`src/rtl/ft2232h_tx_feeder.sv`:
```
// ft2232h_tx_feeder
// Byte buffer and bus driver for the FT2232H synchronous-FIFO write side.
// User bytes enter a DEPTH-entry FIFO over a valid/ready handshake. A holding
// register owns the byte presented on ADBUS until the chip takes it, so a TXE#
// rise mid-burst never drops or duplicates a byte.

module ft2232h_tx_feeder #(
  parameter int DEPTH = 16,
  parameter int AW    = 4
) (
  input  logic          clk,
  input  logic          reset,
  input  logic [7:0]    in_data,
  input  logic          in_valid,
  output logic          in_ready,
  input  logic          txe,
  output logic          wr,
  output logic [7:0]    data_out,
  output logic [AW:0]   level,
  output logic [15:0]   tx_count
);

  localparam logic [AW:0]   FULL_LEVEL = (AW + 1)'(DEPTH);
  localparam logic [AW:0]   LEVEL_ZERO = '0;
  localparam logic [AW:0]   LEVEL_ONE  = (AW + 1)'(1);
  localparam logic [AW-1:0] PTR_ONE    = AW'(1);

  typedef enum logic [0:0] {
    ST_IDLE = 1'b0,
    ST_SEND = 1'b1
  } state_t;

  // Storage
  logic [7:0]    ram_r [DEPTH];
  logic [AW-1:0] wr_ptr_r;
  logic [AW-1:0] rd_ptr_r;
  logic [AW:0]   level_r;

  // Holding register: the byte currently owned by the bus
  logic          hold_valid_r;
  logic [7:0]    hold_data_r;

  // Bus side
  state_t        state_r;
  state_t        state_next_s;
  logic          wr_r;
  logic          wr_next_s;
  logic [7:0]    data_out_r;
  logic [7:0]    data_next_s;
  logic [15:0]   tx_count_r;

  // Handshake / transfer decode
  logic          full_s;
  logic          empty_s;
  logic          push_s;
  logic          pop_s;
  logic          xfer_s;
  logic          hold_valid_next_s;
  logic [7:0]    hold_data_next_s;
  logic [7:0]    head_data_s;

  assign full_s      = (level_r == FULL_LEVEL);
  assign empty_s     = (level_r == LEVEL_ZERO);
  assign in_ready    = ~full_s & ~reset;
  assign push_s      = in_valid & in_ready;
  // The chip takes the byte on any edge where WR# was driven low and TXE# is low
  assign xfer_s      = ~wr_r & ~txe;
  // Refill the holding register when it is empty or being emptied this edge
  assign pop_s       = (~hold_valid_r | xfer_s) & ~empty_s;
  assign head_data_s = ram_r[rd_ptr_r];

  // Next value of the holding register given this edge's pop and transfer
  always_comb begin
    hold_valid_next_s = hold_valid_r;
    hold_data_next_s  = hold_data_r;
    if (pop_s) begin
      hold_valid_next_s = 1'b1;
      hold_data_next_s  = head_data_s;
    end else if (xfer_s) begin
      hold_valid_next_s = 1'b0;
      hold_data_next_s  = hold_data_r;
    end else begin
      hold_valid_next_s = hold_valid_r;
      hold_data_next_s  = hold_data_r;
    end
  end

  // FIFO RAM write port; contents are discarded logically by pointer reset
  always_ff @(posedge clk) begin
    if (push_s) begin
      ram_r[wr_ptr_r] <= in_data;
    end
  end

  // Write/read pointers, wrapping modulo DEPTH
  always_ff @(posedge clk or posedge reset) begin
    if (reset) begin
      wr_ptr_r <= '0;
      rd_ptr_r <= '0;
    end else begin
      if (push_s) begin
        wr_ptr_r <= wr_ptr_r + PTR_ONE;
      end
      if (pop_s) begin
        rd_ptr_r <= rd_ptr_r + PTR_ONE;
      end
    end
  end

  // Occupancy of FIFO storage; simultaneous push and pop cancel out
  always_ff @(posedge clk or posedge reset) begin
    if (reset) begin
      level_r <= LEVEL_ZERO;
    end else begin
      case ({push_s, pop_s})
        2'b10:   level_r <= level_r + LEVEL_ONE;
        2'b01:   level_r <= level_r - LEVEL_ONE;
        default: level_r <= level_r;
      endcase
    end
  end

  // Holding register update
  always_ff @(posedge clk or posedge reset) begin
    if (reset) begin
      hold_valid_r <= 1'b0;
      hold_data_r  <= 8'h00;
    end else begin
      hold_valid_r <= hold_valid_next_s;
      hold_data_r  <= hold_data_next_s;
    end
  end

  // Count bytes accepted by the chip, wrapping at 16 bits
  always_ff @(posedge clk or posedge reset) begin
    if (reset) begin
      tx_count_r <= 16'h0000;
    end else if (xfer_s) begin
      tx_count_r <= tx_count_r + 16'h0001;
    end
  end

  // Bus FSM state register
  always_ff @(posedge clk or posedge reset) begin
    if (reset) begin
      state_r <= ST_IDLE;
    end else begin
      state_r <= state_next_s;
    end
  end

  // Bus FSM next state: send while a byte is held and the chip has room
  always_comb begin
    state_next_s = state_r;
    case (state_r)
      ST_IDLE: begin
        if (hold_valid_next_s & ~txe) begin
          state_next_s = ST_SEND;
        end else begin
          state_next_s = ST_IDLE;
        end
      end
      ST_SEND: begin
        if (txe | ~hold_valid_next_s) begin
          state_next_s = ST_IDLE;
        end else begin
          state_next_s = ST_SEND;
        end
      end
      default: state_next_s = ST_IDLE;
    endcase
  end

  // Bus FSM outputs: WR# low in SEND, bus shows the held byte or zero
  always_comb begin
    wr_next_s   = 1'b1;
    data_next_s = 8'h00;
    if (state_next_s == ST_SEND) begin
      wr_next_s = 1'b0;
    end else begin
      wr_next_s = 1'b1;
    end
    if (hold_valid_next_s) begin
      data_next_s = hold_data_next_s;
    end else begin
      data_next_s = 8'h00;
    end
  end

  // Registered pin drivers for WR# and ADBUS
  always_ff @(posedge clk or posedge reset) begin
    if (reset) begin
      wr_r       <= 1'b1;
      data_out_r <= 8'h00;
    end else begin
      wr_r       <= wr_next_s;
      data_out_r <= data_next_s;
    end
  end

  assign wr       = wr_r;
  assign data_out = data_out_r;
  assign level    = level_r;
  assign tx_count = tx_count_r;

endmodule
```
`config.mk`:
```
export PLATFORM = sky130hd
export DESIGN_NAME = ft2232h_tx_feeder
export DESIGN_NICKNAME = d
export VERILOG_FILES = /design/src/rtl/ft2232h_tx_feeder.sv
export SDC_FILE = /design/constraint.sdc
export NUM_CORES = 1
export LEC_CHECK = 0
export CAP_MARGIN = 20
export CORE_ASPECT_RATIO = 0.6
export CORE_MARGIN = 2
export CORE_UTILIZATION = 53
export CTS_CLUSTER_DIAMETER = 80
export DETAILED_ROUTE_END_ITERATION = 10
export HOLD_SLACK_MARGIN = 0.03
export PLACE_DENSITY = 0.78
export SLEW_MARGIN = 20
export SYNTH_ARGS = -nofsm -noshare
export SYNTH_HDL_FRONTEND = slang
export SYNTH_SLANG_ARGS = --single-unit
```
`constraint.sdc`:
```
create_clock -name clk -period 2.6 [get_ports clk]
set_clock_uncertainty 0.1 [all_clocks]
set_input_delay 0.52 -clock clk [delete_from_list [all_inputs] [get_ports clk]]
set_output_delay 0.52 -clock clk [all_outputs]
set_load 0.01 [all_outputs]
```
Word level (Yosys, flattened, before mapping)
Memories as Yosys holds them, arrays and structs flattened.
Index checks and enable logic that the tools add are counted.
- memory bits (read-only): 0
- latch bits: 0
- bits of input ports: 12
- word-level logic and storage cells: 46
- memories: 1
- output and inout bits: 31
- memory bits (writable): 128
- register bits: 48
- memories (name ; depth ; width ; rd ports ; clocked after memory_dff ; wr ports ; line ; source):
    ram_r ; 16 ; 8 ; 1 ; 0 ; 1 ; 34 ; logic [7:0] ram_r [DEPTH];
- equal/unequal tests: 3
- reduce and logical (&&, ||, !) cells: 2
- multiply operators: 0
- div/mod/pow operators: 0
- shift-type cells: 0
- bitwise logic cells: 15
- $add $sub $neg: 5
- order comparisons: 0
- mux-type cells: 11
- operator list (cell ; count):
    16-bit by 1-bit adder with 16-bit output (second input constant) ; 1
    8-bit two-way mux ; 2
    5-bit case mux with 2 select lines ; 1
    4-bit by 1-bit adder with 4-bit output (second input constant) ; 2
    1-bit inverter ; 8
    1-bit two-way mux ; 7
    5-bit by 1-bit adder with 5-bit output (second input constant) ; 1
    1-bit AND ; 5
    5-bit == test (second input constant) ; 1
    5-bit zero test ; 1
    5-bit by 1-bit subtractor with 5-bit output (second input constant) ; 1
    2-bit by 1-bit == test with 1-bit output (second input constant) ; 1
    2-bit == test (second input constant) ; 1
    1-bit bitwise OR ; 2
    1-bit case mux with 2 select lines ; 1
    2-bit nonzero test ; 1

Depth between registers and ports, before layout
- depth after elaboration: 10
- mapped depth: 13
- mapped depth without buffers: 10

Worst setup path before layout
Ideal clock, no wire load.
- path kind: input -> register
- from: in reset
- to: reg level_r[4], in the netlist level[4]
- data required time: 2.377 ns
- library setup time: 0.123 ns
- stages: 12
- path buffers: 2
- data arrival time: 3.324 ns
- setup slack: -0.947 ns
- cells stage by stage: inv_1 o211a_1 buf_6 inv_1 ha_1 clkbuf_1 xor2_1 ha_1 o211a_1 o31ai_1 a31oi_1 xnor2_1
- cells in the longest elaborated chain, start to end: 5
- elaborated cells between the ends (all ways): 7
- those cells by class: 2 x eq/ne; 1 x mux; 3 x bitwise; 1 x reduce/logical
- RTL lines (item ; line ; source):
    start: declaration ; 12 ; input logic reset,
    1-bit inverter (*) ; 64 ; assign in_ready = ~full_s & ~reset;
    1-bit AND (*) ; 64 ;
    1-bit AND (*) ; 65 ; assign push_s = in_valid & in_ready;
    2-bit by 1-bit == test with 1-bit output or 2-bit == test (tied branches) ; 115 ; case ({push_s, pop_s})
    5-bit case mux with 2 select lines or 2-bit nonzero test (tied branches) ; -- ;
    end signal: assignment ; 116 ; 2'b10: level_r <= level_r + LEVEL_ONE;
    end signal: assignment ; 117 ; 2'b01: level_r <= level_r - LEVEL_ONE;
    end signal: assignment ; 118 ; default: level_r <= level_r;
    end: declaration ; 37 ; logic [AW:0] level_r;
Every way passes the cells marked *; elsewhere a longest branch is shown, timed or not.
A chain may end at the register's enable or synchronous reset.

Final worst setup path
- from: reg level_r[2], in the netlist level[2]
- to: reg level_r[4], in the netlist level[4]
- cells in the longest elaborated chain, start to end: 6
- elaborated cells between the ends (all ways): 13
- those cells by class: 2 x add/sub; 3 x eq/ne; 1 x mux; 5 x bitwise; 2 x reduce/logical
- RTL lines (item ; line ; source):
    5-bit == test ; 62 ; assign full_s = (level_r == FULL_LEVEL);
    1-bit inverter ; 64 ;
    1-bit AND ; 64 ;
    1-bit AND ; 65 ;
    2-bit by 1-bit == test with 1-bit output or 2-bit == test (tied branches) ; 115 ;
    5-bit case mux with 2 select lines or 2-bit nonzero test (tied branches) ; -- ;
Several ways; a longest one is shown, not always the timed one.

==> qor.yml <==
cells_and_area:
  drive_gt1_frac: 0.278
  fin_cells: 688
  fin_area_um2: 8840
  finalNetCount: 527
  num_antenna_cells: 0
  syn_to_final_growth_pct: 24.8
  post-route-util: 0.684
  n_fill_cell: 813
synth:
  syn-num-nets: 423
  async_reset_ff_frac: 0.269
  synth.area.mux_share: 0.128
  yosys.area.top_type: "edfxtp_1"
  synth_top_family_by_area: "multiplexers"
  synth-xor-area-share: 0.0309
  synth_top_area_share: 0.543
  syn_area_um2: 7080
  synth-compound-area-share: 0.0426
  yosysMostFrequentCell: "edfxtp_1"
  synthCells: 401
  synth_edf_count: 128
  yosys.area_share.simple: 0.0521
  yosys-top-cells-area: "edfxtp_1 54%, dfrtp_1 16%, mux4_2 10%"
  synth_warnings: 0
  synthAdderAreaFrac: 0.0177
  yosysSeqAreaShare: 0.709
  synth_commonest_cells: "128 x edfxtp_1, 46 x dfrtp_1, 32 x mux4_2"
  ys_seq_elements: 175
  syn_avg_cell_area_um2: 17.7
  synth_top_flop_cell: "edfxtp_1"
  synth_cell_type_count: 43
placement:
  placed_cells: 653
  post-place-ws_ns: -0.257
  dpl-instance-area_um2: 8180
  place.gp.congestion: 0.787
  io_buffers: 42
  place_hpwl_um: 9730
clock_tree:
  clock_path_buffers: 2
  clkSinkCount: 175
  ctsRootBufferMaster: "clkbuf_16"
  cts_tree: "yes"
  h-tree-depth: 4
  clk_pin_slew_ns: 0.07
  clk_latency_ns: 0.42
  holdBufCountCts: 0
  cts_made_buffers: 17
sta:
  timing.final.ws_setup_ns: -0.0544
  drv_slew: 0
  final-setup-viol-count: 2
  fin_crit_sh: 1.02
  fin_setup_tns_ns: -0.0884
  worstMarginPinSlew_ns: 0.715
  hold_ws_ns: 0.376
  timing.fmax_mhz: 377
  final_hold_viol_count: 0
  layout_min_cycle_time_ns: 2.65
  rsz0062_at_grt: "yes"
  slew_headroom: 0.523
floorplanning:
  fp-row-count: 32
  dieArea_um2: 14300
  io_pins: 43
  die_x_um: 153
  core_area_um2: 12900
  floorplan.initialDensity: 0.548
  die_y_um: 93.5
routing:
  drt-met1-wl_um: 6490
  drc: 0
  drt_wl_total_um: 14600
  drt_first_iter_violations: 358
  wire_per_inst_um: 21.2
  vias_per_cell: 5.72
  dr.pass1.iters: 5
  met3_length_um: 1140
  wl_met2_um: 6840
  via_count: 3936
  highest_layer: "met4"
  drtAntennaViolNets: 0
global_routing:
  grt_first_pass_wirelength_um: 22900
  grt_pass1_vias: 4047
  antenna_found_initial: 0
  grt_remaining_overflow: 0
  grt_max_degree: 48
  grt.total_usage: 0.219
setup_path:
  arrival_ns: 2.86
  cp_cell_sequence: "or4_4 -> buf_6 -> o211a_4 -> inv_4 -> ha_4 -> xor2_1 -> ha_2 -> o211a_1 -> o31ai_2 -> a31oi_1 -> xnor2_1"
  worstPathMaxFanout: 4
  critPathTopFamily: "compound AO/OA/AOI/OAI gates"
  critical-path-slowest-cell: "or4_4"
  end_kind: "flip-flop"
  required_ns: 2.81
  critPathLaunchType: "flip-flop"
  slowest_delay_ns: 0.55
  crit_buf_inv: 2
  critPathKind: "flip-flop to flip-flop"
status:
  outcome: "finished, violations left"
  violations: "setup timing"
worst_hold_path:
  hp-class: "flip-flop to flip-flop"
power:
  totalPowerFinal_mw: 8.82
  power_leakage_nw: 3.35
  ir_drop_v: 0.000505
  powerDensity_nw_per_um2: 998
run:
  drv_cap: 0
==> registers in the layout (all words and copies together) (netlist names) <==
| register | cells |
|---|---|
| tx_count | 16 |
| level | 5 |
| hold_valid_r | 1 |
| wr_ptr_r | 4 |
| rd_ptr_r | 4 |
| data_out | 8 |
| ram_r | 128 |
| wr | 1 |
| hold_data_r | 8 |
==> cell families after synthesis <==
family | Yosys count
DFF | 175
and+or+nand+nor | 65
muxes | 50
AOI/OAI and AO/OA | 44
buffers and inverters | 32
xor gates and xnor gates | 25
adders and majority gates | 10
==> per-layer routing <==
layer  vias to the layer above  GRT usage
met5                         -          0
met3                        10     0.0783
met1                      2011      0.310
li1                       1759          -
met4                         0     0.0540
met2                       156      0.329
==> worst paths after layout <==
kind | start | end | slack (ns) | cells after the start
max | level[2] | level[4] | -0.05 | 11
min | hold_data_r[2] | hold_data_r[2] | 0.38 | 1
max reg2reg | level[2] | level[4] | -0.05 | 11
min reg2reg | hold_data_r[2] | hold_data_r[2] | 0.38 | 1
max in group asynchronous | reset | rd_ptr_r[2] | 1.37 | 3
min in group asynchronous | reset | tx_count[7] | 0.60 | 3
==> repair_timing <==
action                     in CTS  in global routing
buffers inserted                0                  3
gates resized for setup         5                 10
pin swaps                       3                  0
setup endpoints to repair       4                  4
==> cell usage in the layout, fill, tap and decap left out, types with 8 or more instances in the layout <==
| master | instances |
|---|---|
| inv_1 | 12 |
| xnor2_1 | 16 |
| ha_1 | 8 |
| and2_1 | 9 |
| buf_12 | 8 |
| buf_4 | 50 |
| nor2_1 | 10 |
| nand2_1 | 12 |
| mux2i_1 | 16 |
| xor2_1 | 9 |
| edfxtp_1 | 128 |
| mux4_2 | 32 |
| clkbuf_16 | 17 |
| a21o_1 | 16 |
| dfrtp_1 | 45 |
| clkdlybuf4s50_1 | 41 |
| o22ai_1 | 8 |
==> power breakdown <==
group | total [mW] | switching (mW) | internal, mW
combinational | 2.60 | 1.18 | 1.42
clock | 2.53 | 1.10 | 1.44
sequential | 3.69 | 0.314 | 3.38
==> layout make-up <==
type | count | area (um^2) | share of cell area
Clock buffer | 18 | 429 | 0.0485
Clock inverter | 14 | 156 | 0.0177
Tap cell | 170 | 213 | 0.0241
Timing Repair Buffer | 103 | 992 | 0.112
Inverter | 14 | 58.8 | 0.00665
Sequential cell | 175 | 5020 | 0.568
Multi-Input combinational cell | 194 | 1970 | 0.223
Power figures use the tool's default switching activity.
